File: src/rtl/lif_membrane_update_pkg.sv
// rtl/lif_membrane_update_pkg.sv - shared types, default widths and limits for the LIF membrane stage
//
// Contents:
//   N_STAGE_DEF, LS_W_DEF, REF_W_DEF : default parameter values
//   lif_state_t                      : membrane FSM state (ST_ACTIVE / ST_REFRAC)
//   lif_umax()                       : largest unsigned value of a given width

package lif_membrane_update_pkg;

  localparam int N_STAGE_DEF = 2;
  localparam int LS_W_DEF    = 2;
  localparam int REF_W_DEF   = 4;

  typedef enum logic {
    ST_ACTIVE = 1'b0,
    ST_REFRAC = 1'b1
  } lif_state_t;

  function automatic int lif_umax(input int w);
    return (1 << w) - 1;
  endfunction

endpackage

File: src/rtl/lif_sat_acc.sv
// rtl/lif_sat_acc.sv - signed adder that clamps its result into [lo, hi]
//
// Ports:
//   a, b   in  W  signed operands
//   lo, hi in  W  signed clamp limits (lo <= hi)
//   y      out W  clamp(a + b, lo, hi)
//
// The sum is formed one bit wider so the raw result can never wrap before
// it is compared against the limits.

module lif_sat_acc #(
  parameter int W = 6
) (
  input  logic signed [W-1:0] a,
  input  logic signed [W-1:0] b,
  input  logic signed [W-1:0] lo,
  input  logic signed [W-1:0] hi,
  output logic signed [W-1:0] y
);

  logic signed [W:0] sum;
  logic signed [W:0] lo_x;
  logic signed [W:0] hi_x;

  assign sum  = $signed({a[W-1], a}) + $signed({b[W-1], b});
  assign lo_x = $signed({lo[W-1], lo});
  assign hi_x = $signed({hi[W-1], hi});

  always_comb begin
    y = sum[W-1:0];
    if (sum < lo_x) begin
      y = lo;
    end else if (sum > hi_x) begin
      y = hi;
    end
  end

endmodule

File: src/rtl/lif_membrane_update.sv
// rtl/lif_membrane_update.sv - LIF membrane potential update with leak, reset and refractory period
//
// Ports:
//   clk, rst          clock and synchronous active-high reset
//   step              timestep strobe (1-cycle pulse)
//   syn_valid/syn_w/syn_inh  synaptic event, weight magnitude, inhibitory flag
//   theta             firing threshold
//   leak_shift        leak = u >> leak_shift, 0 disables leak
//   reset_mode        0 = reset to zero after spike, 1 = subtract theta
//   refrac_period     timesteps held after a spike
//   is_spike          fire decision from spike_generator (combinational on u)
//   u                 registered membrane potential
//   minus_teta        two's complement of theta for spike_generator
//   spike_out         1-cycle pulse after a firing step
//   refractory        high while in the refractory state

module lif_membrane_update
  import lif_membrane_update_pkg::*;
#(
  parameter int n_stage = N_STAGE_DEF,
  parameter int LS_W    = LS_W_DEF,
  parameter int REF_W   = REF_W_DEF,
  localparam int U_W    = n_stage + 2
) (
  input  logic             clk,
  input  logic             rst,
  input  logic             step,
  input  logic             syn_valid,
  input  logic [U_W-1:0]   syn_w,
  input  logic             syn_inh,
  input  logic [U_W-1:0]   theta,
  input  logic [LS_W-1:0]  leak_shift,
  input  logic             reset_mode,
  input  logic [REF_W-1:0] refrac_period,
  input  logic             is_spike,
  output logic [U_W-1:0]   u,
  output logic [U_W-1:0]   minus_teta,
  output logic             spike_out,
  output logic             refractory
);

  // acc needs U_W+1 magnitude bits plus sign; the u update needs one more
  // so u - leak + acc (range -UMAX..2*UMAX) is exact before clamping.
  localparam int A_W  = U_W + 2;
  localparam int X_W  = U_W + 3;
  localparam int UMAX = lif_umax(U_W);

  localparam logic signed [A_W-1:0] ACC_HI = A_W'(UMAX);
  localparam logic signed [A_W-1:0] ACC_LO = A_W'(-UMAX);
  localparam logic signed [X_W-1:0] U_HI   = X_W'(UMAX);
  localparam logic signed [X_W-1:0] U_LO   = '0;

  lif_state_t          state;
  lif_state_t          step_state;
  logic signed [A_W-1:0] acc;
  logic [REF_W-1:0]    ref_cnt;

  logic signed [A_W-1:0] ev_w;
  logic signed [A_W-1:0] acc_sum;
  logic [U_W-1:0]      leak;
  logic [U_W-1:0]      base;
  logic signed [X_W-1:0] base_x;
  logic signed [X_W-1:0] acc_x;
  logic signed [X_W-1:0] u_upd;
  logic                unused_u_hi;

  assign minus_teta = ~theta + 1'b1;

  always_comb begin
    ev_w = $signed({2'b00, syn_w});
    if (syn_inh) begin
      ev_w = -ev_w;
    end
  end

  lif_sat_acc #(.W(A_W)) u_acc_add (
    .a  (acc),
    .b  (ev_w),
    .lo (ACC_LO),
    .hi (ACC_HI),
    .y  (acc_sum)
  );

  // u >= leak always holds, so base never underflows.
  always_comb begin
    leak = '0;
    if (leak_shift != '0) begin
      leak = u >> leak_shift;
    end
  end

  assign base   = u - leak;
  assign base_x = $signed({3'b000, base});
  assign acc_x  = $signed({acc[A_W-1], acc});

  lif_sat_acc #(.W(X_W)) u_mem_add (
    .a  (base_x),
    .b  (acc_x),
    .lo (U_LO),
    .hi (U_HI),
    .y  (u_upd)
  );

  // Clamped to [0, UMAX], so the upper bits are always zero.
  assign unused_u_hi = ^u_upd[X_W-1:U_W];

  // State the neuron will be in after the current step.
  always_comb begin
    step_state = state;
    case (state)
      ST_ACTIVE: if (is_spike && refrac_period != '0) step_state = ST_REFRAC;
      ST_REFRAC: if (ref_cnt <= REF_W'(1)) step_state = ST_ACTIVE;
      default:   step_state = ST_ACTIVE;
    endcase
  end

  always_ff @(posedge clk) begin
    if (rst) begin
      state      <= ST_ACTIVE;
      u          <= '0;
      acc        <= '0;
      ref_cnt    <= '0;
      spike_out  <= 1'b0;
      refractory <= 1'b0;
    end else begin
      spike_out <= 1'b0;
      if (step) begin
        case (state)
          ST_ACTIVE: begin
            if (is_spike) begin
              u         <= reset_mode ? (u - theta) : '0;
              spike_out <= 1'b1;
              ref_cnt   <= refrac_period;
            end else begin
              u <= u_upd[U_W-1:0];
            end
          end
          ST_REFRAC: ref_cnt <= ref_cnt - 1'b1;
          default:   ref_cnt <= '0;
        endcase
        state      <= step_state;
        refractory <= (step_state == ST_REFRAC);
        // A same-cycle event opens the next timestep, unless that timestep is refractory.
        acc <= (step_state == ST_ACTIVE && syn_valid) ? ev_w : '0;
      end else if (syn_valid && state == ST_ACTIVE) begin
        acc <= acc_sum;
      end
    end
  end

endmodule

File: config.mk
export PLATFORM = sky130hd
export DESIGN_NAME = lif_membrane_update
export DESIGN_NICKNAME = d
export VERILOG_FILES = /design/src/rtl/lif_membrane_update_pkg.sv /design/src/rtl/lif_sat_acc.sv /design/src/rtl/lif_membrane_update.sv
export SDC_FILE = /design/constraint.sdc
export NUM_CORES = 1
export LEC_CHECK = 0
export ABC_AREA = 1
export CAP_MARGIN = 20
export CORE_MARGIN = 8
export CORE_UTILIZATION = 45
export CTS_CLUSTER_DIAMETER = 40
export DETAILED_ROUTE_END_ITERATION = 8
export PLACE_DENSITY = 0.67
export SETUP_SLACK_MARGIN = 0.02
export SLEW_MARGIN = 40
export SYNTH_ARGS = -nofsm -noshare
export SYNTH_HDL_FRONTEND = slang
export SYNTH_SLANG_ARGS = --single-unit
File: constraint.sdc
create_clock -name clk -period 4.09 [get_ports clk]
set_input_delay 0.818 -clock clk [delete_from_list [all_inputs] [get_ports clk]]
set_output_delay 0.818 -clock clk [all_outputs]
set_load 0.03 [all_outputs]
=== Word-level counts from Yosys, hierarchy flattened ===
Index checks and enable logic that the tools add are counted.
W data, S select, Z words.

* Word-level logic and storage cells: 49
* Bits of input ports: 21
* Register bits after elaboration: 16
* Output and inout port bits: 10

* $lt $le $gt $ge: 5
* Reduce and logical (&&, ||, !) cells: 9
* Shift operators: 1
* Bitwise gates (word level): 4
* Eq/ne operators: 1
* $add $sub $neg: 7
* Multiplexer cells: 17

{| class="wikitable"
|+ Operator list
! operator !! number
|-
| $mux W6 || 6
|-
| $mux W4 || 6
|-
| $gt A7 B5 Y1 const B || 2
|-
| $pmux W4 S2 || 1
|-
| $sub A4 B4 Y4 || 2
|-
| $add A5 B6 Y7 || 1
|-
| $add A6 B6 Y7 || 1
|-
| $lt A7 B1 Y1 const B || 1
|-
| $lt A7 B5 Y1 const B || 1
|-
| $neg A4 Y6 || 1
|-
| $add A4 B1 Y4 const B || 1
|-
| $le A4 B1 Y1 const B || 1
|-
| $not A4 Y4 || 1
|-
| $reduce_and A2 Y1 || 2
|-
| $reduce_bool A2 Y1 || 2
|-
| $reduce_bool A4 Y1 || 1
|-
| $shr A4 B2 Y4 || 1
|-
| $sub A4 B1 Y4 const B || 1
|-
| $logic_and A1 B1 Y1 || 3
|-
| $mux W1 || 3
|-
| $not A1 Y1 || 3
|-
| $reduce_or A3 Y1 || 1
|-
| $ne A2 B2 Y1 const B || 1
|-
| $pmux W1 S2 || 1
|}

=== Logic depth before layout (Yosys ltp) ===
Gate-level depths: netlist of run 1.

* Depth in word-level cells: 8
* Gate-level depth with buffers: 18
* Depth with buffers taken out: 18

=== By module ===
From an unflattened synthesis of run 1, not the netlist that was laid out.

* Cells, all modules: 489
* Area total of the unflattened synthesis: 3041.7 µm²

{| class="wikitable"
|+ Modules (own cells, without submodules)
! module !! sequential area each (µm²) !! times used !! cells an instance !! area each (µm²)
|-
| lif_membrane_update || 320.3 || 1 || 200 || 1326.3
|-
| lif_sat_acc at u_mem_add || 0.0 || 1 || 158 || 940.9
|-
| lif_sat_acc at u_acc_add || 0.0 || 1 || 131 || 774.5
|}

=== Worst setup path before layout of run 1 ===
OpenSTA, ideal clock, no wires.

* Path kind: input to register
* Start: input port leak_shift[1]
* End: register u[2]
* Stages: 17
* Required time: 4.020 ns
* Path slack: 1.060 ns
* Path buffers: 0
* Arrival time: 2.960 ns
* Cell sequence: inv_1 > nand2_1 > o21ai_0 > inv_1 > ha_1 > nand2_1 > o21ai_0 > xor2_1 > ha_1 > a21oi_1 > o21ai_2 > nand2_1 > nor2_2 > a21o_1 > nand2_1 > o21ai_1 > a21oi_1

* Cells in the longest elaborated chain, start to end: 8

{| class="wikitable"
|+ RTL lines
! element !! RTL line !! RTL
|-
| from (decl) || lif_membrane_update.sv:32 || <nowiki>input logic [LS_W-1:0] leak_shift,</nowiki>
|-
| $shr A4 B2 Y4 / $reduce_bool A2 Y1 (equally long branches) || lif_membrane_update.sv:88, lif_membrane_update.sv:87 ||
|-
| $mux W4 * || lif_membrane_update.sv:87 || <nowiki>if (leak_shift != '0) begin</nowiki>
|-
| $sub A4 B4 Y4 * || lif_membrane_update.sv:92 || <nowiki>assign base = u - leak;</nowiki>
|-
| $add A5 B6 Y7 * || lif_sat_acc.sv:25 || <nowiki>assign sum = $signed({a[W-1], a}) + $signed({b[W-1], b});</nowiki>
|-
| $gt A7 B5 Y1 || lif_sat_acc.sv:33 || <nowiki>end else if (sum > hi_x) begin</nowiki>
|-
| $mux W4 || lif_sat_acc.sv:33 ||
|-
| $mux W4 * || lif_sat_acc.sv:31 || <nowiki>if (sum < lo_x) begin</nowiki>
|-
| $mux W4 * || lif_membrane_update.sv:130 || <nowiki>if (is_spike) begin</nowiki>
|-
| to (signal assigned) || lif_membrane_update.sv:131 || <nowiki>u <= reset_mode ? (u - theta) : '0;</nowiki>
|-
| to (signal assigned) || lif_membrane_update.sv:135 || <nowiki>u <= u_upd[U_W-1:0];</nowiki>
|-
| to (decl) || lif_membrane_update.sv:36 || <nowiki>output logic [U_W-1:0] u,</nowiki>
|}

Every way passes the cells marked *; elsewhere a longest branch is shown, timed or not.
A chain may end at the register's enable or synchronous reset.

=== Worst setup path after layout of run 1 ===
* Start: input port leak_shift[0]
* End: register u[3]

Same word-level chain as after synthesis.

==> flow_summary.json, run 1 <==
{
  "finalPower_w": 0.000708,
  "skew_ns": 0.00356,
  "worst_path_most_repeated_cell": "nand2_1",
  "grt_remaining_overflow": 0,
  "rsz0062_at_grt": "false",
  "clk_pin_slew_worst_paths_ns": 0.06,
  "fillers": 410,
  "ctsResizeCount": 0,
  "p_int_w": 0.000416,
  "cpPeakStageDelay_ns": 0.54,
  "die_area_mm2": 0.00623,
  "syn-instance-count": 260,
  "clock.fmax_mhz": 290,
  "period_needed_ns": 3.45,
  "core_area_mm2": 0.00391,
  "routed_via_density": 5.04,
  "ff2ff_path_depth": 12,
  "insertion_delay_ns": 0.25,
  "cellLeakagePower_nw": 1.03,
  "peakVddDrop_mv": 0.221,
  "yosys_warnings": 0,
  "multi_input_area_mm2": 0.00125,
  "cts-root-buf": "clkbuf_8",
  "setup.worst_path.start_class": "input pin",
  "final-setup-viol-count": 0,
  "wl_mm": 4.02,
  "antenna_cells": 0,
  "htree_levels": 1,
  "crit_path_end_kind": "flip-flop",
  "power_density_mw_per_mm2": 326,
  "required_ns": 4.28,
  "slowest_stage": "clkdlybuf4s50_1",
  "grt_antenna_before_repair": 0,
  "synth_top_area_share_pct": 18.0,
  "arrival_ns": 3.63,
  "wl_per_cell_um": 11.8,
  "ys_async_sr_fraction_pct": 0,
  "avgSynthCellArea_um2": 6.85,
  "maxCapViolCount": 0,
  "synth_ff_type": "dfxtp_1",
  "die_h_um": 78.9,
  "pwr-share-comb_pct": 53.0,
  "yosys.area.top_type": "dfxtp_1",
  "crit_chain": "clkdlybuf4s50_1 -> nand2_1 -> o21ai_0 -> inv_1 -> ha_1 -> nand2_1 -> o21ai_0 -> xor2_1 -> ha_1 -> a21oi_1 -> o21ai_2 -> nand2_1 -> nor2_2 -> a21o_1 -> nand2_1 -> o21ai_1 -> a21oi_1",
  "critPathMaxFanout": 5,
  "finalInstanceArea_mm2": 0.00217,
  "finalCritPeriodShare_pct": 84.3,
  "hold_path_depth": 2,
  "grt_max_degree": 12,
  "synth-seq-area-share_pct": 18.0,
  "synth_edf_count": 0,
  "dp_hpwl_mm": 3.43,
  "synth_fp_nets": 306,
  "hold-path-endpoint": "ref_cnt[2]",
  "worstSetupPathType": "in2reg",
  "initial_core_util_pct": 45.5,
  "ys_types": 35,
  "status": "finished, final reports clean",
  "p_clk_share_pct": 19.6,
  "setup_ws_ns": 0.642,
  "pin_count": 31,
  "relSlewSlack_pct": 62.4,
  "synth.area.top_cells": "dfxtp_1, ha_1, nand2_1",
  "post_cts.repair.setup_buffers": 0,
  "synth_area_mm2": 0.00178,
  "track_usage_pct": 13.2,
  "rows": 23,
  "num_vias": 1719,
  "grt_pass1_wl_mm": 6.84,
  "hp-start": "ref_cnt[2]",
  "hold_buffers": 0,
  "hold_viol": 0,
  "clock_sinks": 16,
  "die_w_um": 78.9,
  "nets": 338,
  "layout-drive-gt1-share_pct": 9.62,
  "final-seq-area_um2": 320,
  "r2r_start": "u[1]",
  "dpl-instance-area_mm2": 0.00212,
  "r2r_end": "u[2]",
  "syn_to_final_growth_pct": 22.0,
  "drv_slew": 0,
  "setup_tns_ns": 0,
  "drt_iter0_drc": 32,
  "rrSetupSlack_ns": 1.30,
  "worst_slew_pin_slew_ns": 0.557,
  "grt_pass1_vias": 1599,
  "cts.path.max_buffers": 2,
  "final_util_pct": 55.5,
  "p_sw_w": 0.000292,
  "cts_tree": "done",
  "port_buffers": 30,
  "gp_congestion": 0.869,
  "yosys_register_bits": 16,
  "drc": 0,
  "seq_power_share_pct": 27.4,
  "post-place-ws_ns": 0.370,
  "swShare_pct": 41.2,
  "antenna_left": 0,
  "cts_buffers": 3,
  "hp-class": "reg2reg",
  "dr.pass1.iters": 4
}
## layer usage
layer	routed length, µm	GRT usage [%]
met1	1920	16.1
met2	1890	23.0
met3	182	3.16
met4	25	2.78
met5	0	0
## how the worst max path moves through the flow
| stage | startpoint | end | slack (ns) | cells after the start |
|---|---|---|---|---|
| after global routing | leak_shift[0] | u[0] | 0.37 | 16 |
| after CTS | leak_shift[0] | u[2] | 0.64 | 16 |
| after floorplan | leak_shift[1] | u[2] | 1.06 | 17 |
| after global placement | leak_shift[0] | u[2] | 0.44 | 17 |
| final | leak_shift[0] | u[3] | 0.64 | 17 |
| after detailed placement | leak_shift[0] | u[2] | 0.37 | 16 |
## metrics by stage
step,std cells,hold WS (ns)
3_5_place_dp,337,0.454
6_report,341,0.458
3_3_place_gp,337,0.449
5_1_grt,341,0.520
4_1_cts,341,0.463
2_1_floorplan,260,0.433
## state kept, by name, indices dropped and copies added, names as in the netlist
register,flops
spike_out,1
state,1
u,4
acc,6
ref_cnt,4
## cell type report
cell class | instances | area share (%)
Sequential cell | 16 | 14.7
Inverter | 48 | 8.29
Clock buffer | 4 | 2.53
Timing Repair Buffer | 30 | 13.8
Multi-Input combinational cell | 193 | 57.7
Tap cell | 50 | 2.88
## worst max-delay path: cells and delay by family
family	cells	cell delay [ns]
compound gates	7	1.05
fa+ha+maj	2	0.55
buf+inv	2	0.62
simple gates	5	0.37
xor+xnor	1	0.22
## cells by family (layout without fill, tap and decap cells)
logic type | after synthesis | after routing | share of synthesized area, %
adder cells (fa/ha/maj) | 25 | 25 | 19.2
XOR/XNOR | 9 | 9 | 4.42
buffers and inverters | 51 | 82 | 11.6
AO/OA/AOI/OAI | 64 | 64 | 21.8
flip-flops | 16 | 16 | 18.0
AND/OR/NAND/NOR | 95 | 95 | 24.9
## power groups by stage
stage | logic (W) | clock network (W) | registers, W
global route | 0.000423 | 0.000153 | 0.000197
global placement | 0.000372 | 0 | 0.000197
CTS | 0.000379 | 0.000145 | 0.000194
floorplan | 0.000273 | 0 | 0.000201
detailed placement | 0.000377 | 0 | 0.000197
finish | 0.000375 | 0.000139 | 0.000194
## Yosys cell counts (2+ instances only)
master    count
buf_4         2
xor2_1        6
o21ai_2       2
inv_2         4
nor2_1       13
o21ai_0      18
a21oi_2       5
xnor2_1       3
a211oi_1      2
ha_1         21
o21ai_1       3
fa_1          4
nand3_1      20
nand2_1      46
dfxtp_1      16
nand3_2       2
o211ai_1      3
a31oi_1       3
nand2_2       7
nand4_1       2
inv_1        44
a21oi_1      21
## layout by cell type (no fill, tap or decap)
cell and count:
a211oi_1 2, a21o_1 1, a21oi_1 21, a21oi_2 5
a21oi_4 1, a31oi_1 3, clkbuf_8 4, clkdlybuf4s50_1 30
dfxtp_1 16, fa_1 4, ha_1 21, inv_1 44
inv_2 4, nand2_1 46, nand2_2 7, nand3_1 20
nand3_2 2, nand3b_1 1, nand4_1 2, nor2_1 13
nor2_2 1, nor3_2 1, nor3_4 1, nor4_1 1
o211ai_1 3, o21a_1 1, o21ai_0 18, o21ai_1 3
o21ai_2 2, o21bai_1 1, o221ai_1 1, o22ai_1 1
o31ai_1 1, xnor2_1 3, xor2_1 6
No activity file was read; power rests on OpenSTA's default activity.
==> inputs of run 2 (changes only) <==
clock period = 3.6 ns   (was 4.09 ns; I/O delays follow)
==> run 2 against run 1 <==
Routed wire length grew 3.3%; via count increased by 0.58%; non-clock buffer count is 1 higher; critical path depth decreased by 3; critical endpoint is now u[0].
==> flow_summary.json, run 2 (same netlist as run 1, synthesis figures left out) <==
{
  "worst_slew_pin_slew_ns": 0.550,
  "die_w_um": 78.9,
  "status": "finished, final reports clean",
  "cts-root-buf": "clkbuf_8",
  "post_cts.repair.setup_buffers": 0,
  "initial_core_util_pct": 45.5,
  "core_area_mm2": 0.00391,
  "clock.fmax_mhz": 301,
  "final_cell_mix": "nand2_1, inv_1, clkdlybuf4s50_1, a21oi_1, ha_1",
  "grt_pass1_vias": 1629,
  "path_buf_inv": 1,
  "worstSetupPathType": "in2reg",
  "final_common_cell": "nand2_1",
  "drc": 0,
  "syn_to_final_growth_pct": 22.4,
  "ctsResizeCount": 0,
  "relSlewSlack_pct": 63.0,
  "gp_congestion": 0.847,
  "fillers": 387,
  "grt_antenna_before_repair": 0,
  "hp-class": "reg2reg",
  "antenna_cells": 0,
  "num_vias": 1729,
  "nets": 339,
  "arrival_ns": 3.47,
  "critPathMaxFanout": 5,
  "cts_tree": "done",
  "largest_reg_flops": 6,
  "finalCritPeriodShare_pct": 92.4,
  "rsz0062_at_grt": "false",
  "antenna_left": 0,
  "power_density_mw_per_mm2": 373,
  "top_regs": "acc x6, ref_cnt x4, u x4",
  "final-setup-viol-count": 0,
  "p_clk_share_pct": 20.2,
  "crit_path_end_kind": "flip-flop",
  "cellLeakagePower_nw": 1.04,
  "post-place-ws_ns": 0.0178,
  "hold_buffers": 0,
  "pin_count": 31,
  "track_usage_pct": 13.3,
  "dr.pass1.iters": 4,
  "routed_via_density": 5.06,
  "cts.path.max_buffers": 2,
  "swShare_pct": 41.8,
  "grt_pass1_wl_mm": 6.95,
  "wl_per_cell_um": 12.1,
  "slowest_stage": "clkdlybuf4s50_1",
  "clk_pin_slew_worst_paths_ns": 0.07,
  "seq_power_share_pct": 27.0,
  "dp_hpwl_mm": 3.46,
  "p_sw_w": 0.000340,
  "cpLargestDelayFamily": "adder cells",
  "insertion_delay_ns": 0.25,
  "cpPeakStageDelay_ns": 0.54,
  "required_ns": 3.75,
  "clock_sinks": 16,
  "p_int_w": 0.000474,
  "grt_max_degree": 12,
  "pwr-share-comb_pct": 52.8,
  "setup_ws_ns": 0.273,
  "die_h_um": 78.9,
  "drt_iter0_drc": 86,
  "drv_slew": 0,
  "layout-drive-gt1-share_pct": 9.93,
  "period_needed_ns": 3.33,
  "cts_buffers": 3,
  "grt_remaining_overflow": 0,
  "peakVddDrop_mv": 0.284,
  "hold_viol": 0,
  "skew_ns": 0.00171,
  "htree_levels": 1,
  "setup.worst_path.start_class": "input pin",
  "crit_chain": "clkdlybuf4s50_1 -> nor2_1 -> a21oi_1 -> o22ai_1 -> ha_1 -> fa_1 -> fa_1 -> o21ai_2 -> nand2_1 -> nor2_2 -> a21o_1 -> nand2_1 -> o21ai_1 -> a21oi_1",
  "port_buffers": 30,
  "rows": 23,
  "setup_tns_ns": 0,
  "wl_mm": 4.15,
  "maxCapViolCount": 0,
  "regMostFlops": "acc",
  "die_area_mm2": 0.00623
}
run 2: cell types whose count changed in the layout (fill, tap and decap cells not counted), sizes merged:
| cell | previous run | this run |
|---|---|---|
| buf | 0 | 1 |
run 2: metrics by stage:
stage          cell area, µm²  hold WS [ns]  power [W]  cells  util (%)
6_report                 2180         0.464   0.000814    342      55.7
5_1_grt                  2180         0.511   0.000886    342      55.7
4_1_cts                  2180         0.466   0.000819    342      55.7
3_5_place_dp             2130         0.457   0.000654    338      54.3
3_3_place_gp             2130         0.448   0.000649    338      54.3
2_1_floorplan            1780         0.433   0.000538    260         -
run 2: layout make-up:
type,count,area (µm²),share of cell area (%)
tap,50,62.6,2.87
sequential,16,320,14.7
inverter,48,180,8.26
multi-input combinational,193,1250,57.5
timing repair buffer,31,308,14.1
clock buffer,4,55.1,2.52
run 2: power groups by stage:
stage | combinational (W) | clock, W | sequential [W]
after floorplan | 0.000311 | 0 | 0.000228
after global placement | 0.000425 | 0 | 0.000224
after detailed placement | 0.000430 | 0 | 0.000224
after CTS | 0.000433 | 0.000166 | 0.000220
after global routing | 0.000485 | 0.000176 | 0.000224
final | 0.000430 | 0.000165 | 0.000220
run 2: routing by layer:
layer	global-route usage, %	part of all wire [%]	up-vias
met4	2.41	0.55	0
met3	3.16	4.3	2
met2	23.4	47	25
li1	-	-	925
met5	0	0	-
met1	16.2	48	777
run 2: final timing paths:
path | startpoint | endpoint | slack (ns) | depth (start not counted)
max | leak_shift[0] | u[0] | 0.27 | 14
min | ref_cnt[2] | ref_cnt[2] | 0.46 | 2
max reg2reg | u[1] | u[0] | 0.81 | 12
min reg2reg | ref_cnt[2] | ref_cnt[2] | 0.46 | 2
run 2: worst reg2reg max path, cell delays in order (launching register included):
cell	delay, ns
dfxtp_1	0.43
inv_1	0.15
o22ai_1	0.19
ha_1	0.20
fa_1	0.46
fa_1	0.46
o21ai_2	0.17
nand2_1	0.09
nor2_2	0.10
a21o_1	0.13
nand2_1	0.08
o21ai_1	0.14
a21oi_1	0.08
==> inputs of run 3 (changes only) <==
MAX_ROUTING_LAYER = met4   (was unset)
==> run 3 against run 2 <==
Cell count is the same; sequential cell count is the same; die area is the same; worst setup slack is essentially flat; fmax is essentially flat; final area is the same.
==> flow_summary.json, run 3 (same netlist as run 1, synthesis figures left out) <==
{
  "status": "finished, final reports clean",
  "core_area_mm2": 0.00391,
  "pwr-share-comb_pct": 52.8,
  "antenna_cells": 0,
  "grt_pass1_wl_mm": 6.96,
  "hp-start": "ref_cnt[2]",
  "dr.pass1.iters": 4,
  "htree_levels": 1,
  "post-place-ws_ns": 0.0178,
  "finalCritPeriodShare_pct": 92.4,
  "crit_chain": "clkdlybuf4s50_1 -> nor2_1 -> a21oi_1 -> o22ai_1 -> ha_1 -> fa_1 -> fa_1 -> o21ai_2 -> nand2_1 -> nor2_2 -> a21o_1 -> nand2_1 -> o21ai_1 -> a21oi_1",
  "clock_sinks": 16,
  "routed_via_density": 5.06,
  "ff2ff_path_depth": 12,
  "arrival_ns": 3.47,
  "nets": 339,
  "regMostFlops": "acc",
  "cts.path.max_buffers": 2,
  "swShare_pct": 41.8,
  "p_int_w": 0.000474,
  "r2r_start": "u[1]",
  "peakVddDrop_mv": 0.284,
  "wl_per_cell_um": 12.1,
  "skew_ns": 0.00171,
  "slowest_stage": "clkdlybuf4s50_1",
  "period_needed_ns": 3.33,
  "hold_viol": 0,
  "syn_to_final_growth_pct": 22.4,
  "hp-class": "reg2reg",
  "grt_max_degree": 12,
  "final-setup-viol-count": 0,
  "grt_remaining_overflow": 0,
  "p_clk_share_pct": 20.2,
  "gp_congestion": 0.860,
  "die_h_um": 78.9,
  "relSlewSlack_pct": 63.0,
  "top_regs": "acc x6, ref_cnt x4, u x4",
  "grt_pass1_vias": 1628,
  "wl_mm": 4.15,
  "insertion_delay_ns": 0.25,
  "finalNonFillerCells": 342,
  "rows": 23,
  "rsz0062_at_grt": "false",
  "dp.cells": 338,
  "r2r_end": "u[0]",
  "post_cts.repair.setup_buffers": 0,
  "cts_buffers": 3,
  "setup_ws_ns": 0.273,
  "num_vias": 1729,
  "hold_buffers": 0,
  "crit_path_end_kind": "flip-flop",
  "setup_tns_ns": 0,
  "die_w_um": 78.9,
  "cts-root-buf": "clkbuf_8",
  "maxCapViolCount": 0,
  "port_buffers": 30,
  "worst_hold_slack_ns": 0.464,
  "grt_antenna_before_repair": 0,
  "dp_hpwl_mm": 3.46,
  "final_cell_mix": "nand2_1, inv_1, clkdlybuf4s50_1, a21oi_1, ha_1",
  "track_usage_pct": 13.7,
  "ctsResizeCount": 0,
  "seq_power_share_pct": 27.0,
  "p_sw_w": 0.000340,
  "power_density_mw_per_mm2": 373,
  "worstSetupPathType": "in2reg",
  "setup.worst_path.start_class": "input pin",
  "largest_reg_flops": 6,
  "cpLargestDelayFamily": "adder cells",
  "cellLeakagePower_nw": 1.04,
  "final_common_cell": "nand2_1",
  "pin_count": 31,
  "path_buf_inv": 1,
  "hold_path_depth": 2,
  "rrSetupSlack_ns": 0.81,
  "drc": 0,
  "worst_slew_pin_slew_ns": 0.550,
  "hold-path-endpoint": "ref_cnt[2]",
  "die_area_mm2": 0.00623,
  "critPathMaxFanout": 5,
  "required_ns": 3.75,
  "clk_pin_slew_worst_paths_ns": 0.07,
  "cts_tree": "done",
  "clock.fmax_mhz": 301,
  "cpPeakStageDelay_ns": 0.54,
  "layout-drive-gt1-share_pct": 9.93,
  "initial_core_util_pct": 45.5,
  "drt_iter0_drc": 84,
  "drv_slew": 0,
  "antenna_left": 0
}
==> run 3: cell type report <==
cell class | count | area [µm²]
flip-flops and latches | 16 | 320
clock buffers | 4 | 55.1
multi-input cells | 193 | 1250
repair buffers | 31 | 308
well taps | 50 | 62.6
fillers | 387 | 1730
inverters | 48 | 180
==> run 3: worst max-delay path by stage <==
stage                     endpoint     startpoint  cells past startpoint
after floorplan               u[2]  leak_shift[1]                     17
after global placement        u[2]  leak_shift[0]                     14
after detailed placement      u[0]  leak_shift[0]                     14
after CTS                     u[0]  leak_shift[0]                     14
after global routing          u[0]  leak_shift[0]                     17
final                         u[0]  leak_shift[0]                     14
==> run 3: metrics by stage <==
stage          util, %  power (W)  area [µm²]
2_1_floorplan        -   0.000538        1780
3_3_place_gp      54.3   0.000649        2130
3_5_place_dp      54.3   0.000654        2130
4_1_cts           55.7   0.000819        2180
5_1_grt           55.7   0.000886        2180
6_report          55.7   0.000815        2180
==> run 3: power by group through the flow <==
stage | Sequential (W) | Clock, W | Combinational, W
6_report | 0.000220 | 0.000165 | 0.000430
3_3_place_gp | 0.000224 | 0 | 0.000425
3_5_place_dp | 0.000224 | 0 | 0.000430
4_1_cts | 0.000220 | 0.000166 | 0.000433
2_1_floorplan | 0.000228 | 0 | 0.000311
5_1_grt | 0.000224 | 0.000176 | 0.000485
==> run 3: worst min-delay path, cell delays in order, from the launching register on <==
cell,delay (ns)
dfxtp_1,0.31
nand2_1,0.06
a21oi_1,0.05
==> run 3: routing by layer <==
| layer | vias to the layer above | global-route usage, % | share of wire, % |
|---|---|---|---|
| met5 | - | - | 0 |
| met4 | 0 | 2.41 | 0.60 |
| met3 | 2 | 2.93 | 3.9 |
| met2 | 25 | 23.4 | 47 |
| met1 | 777 | 16.3 | 48 |
| li1 | 925 | - | - |
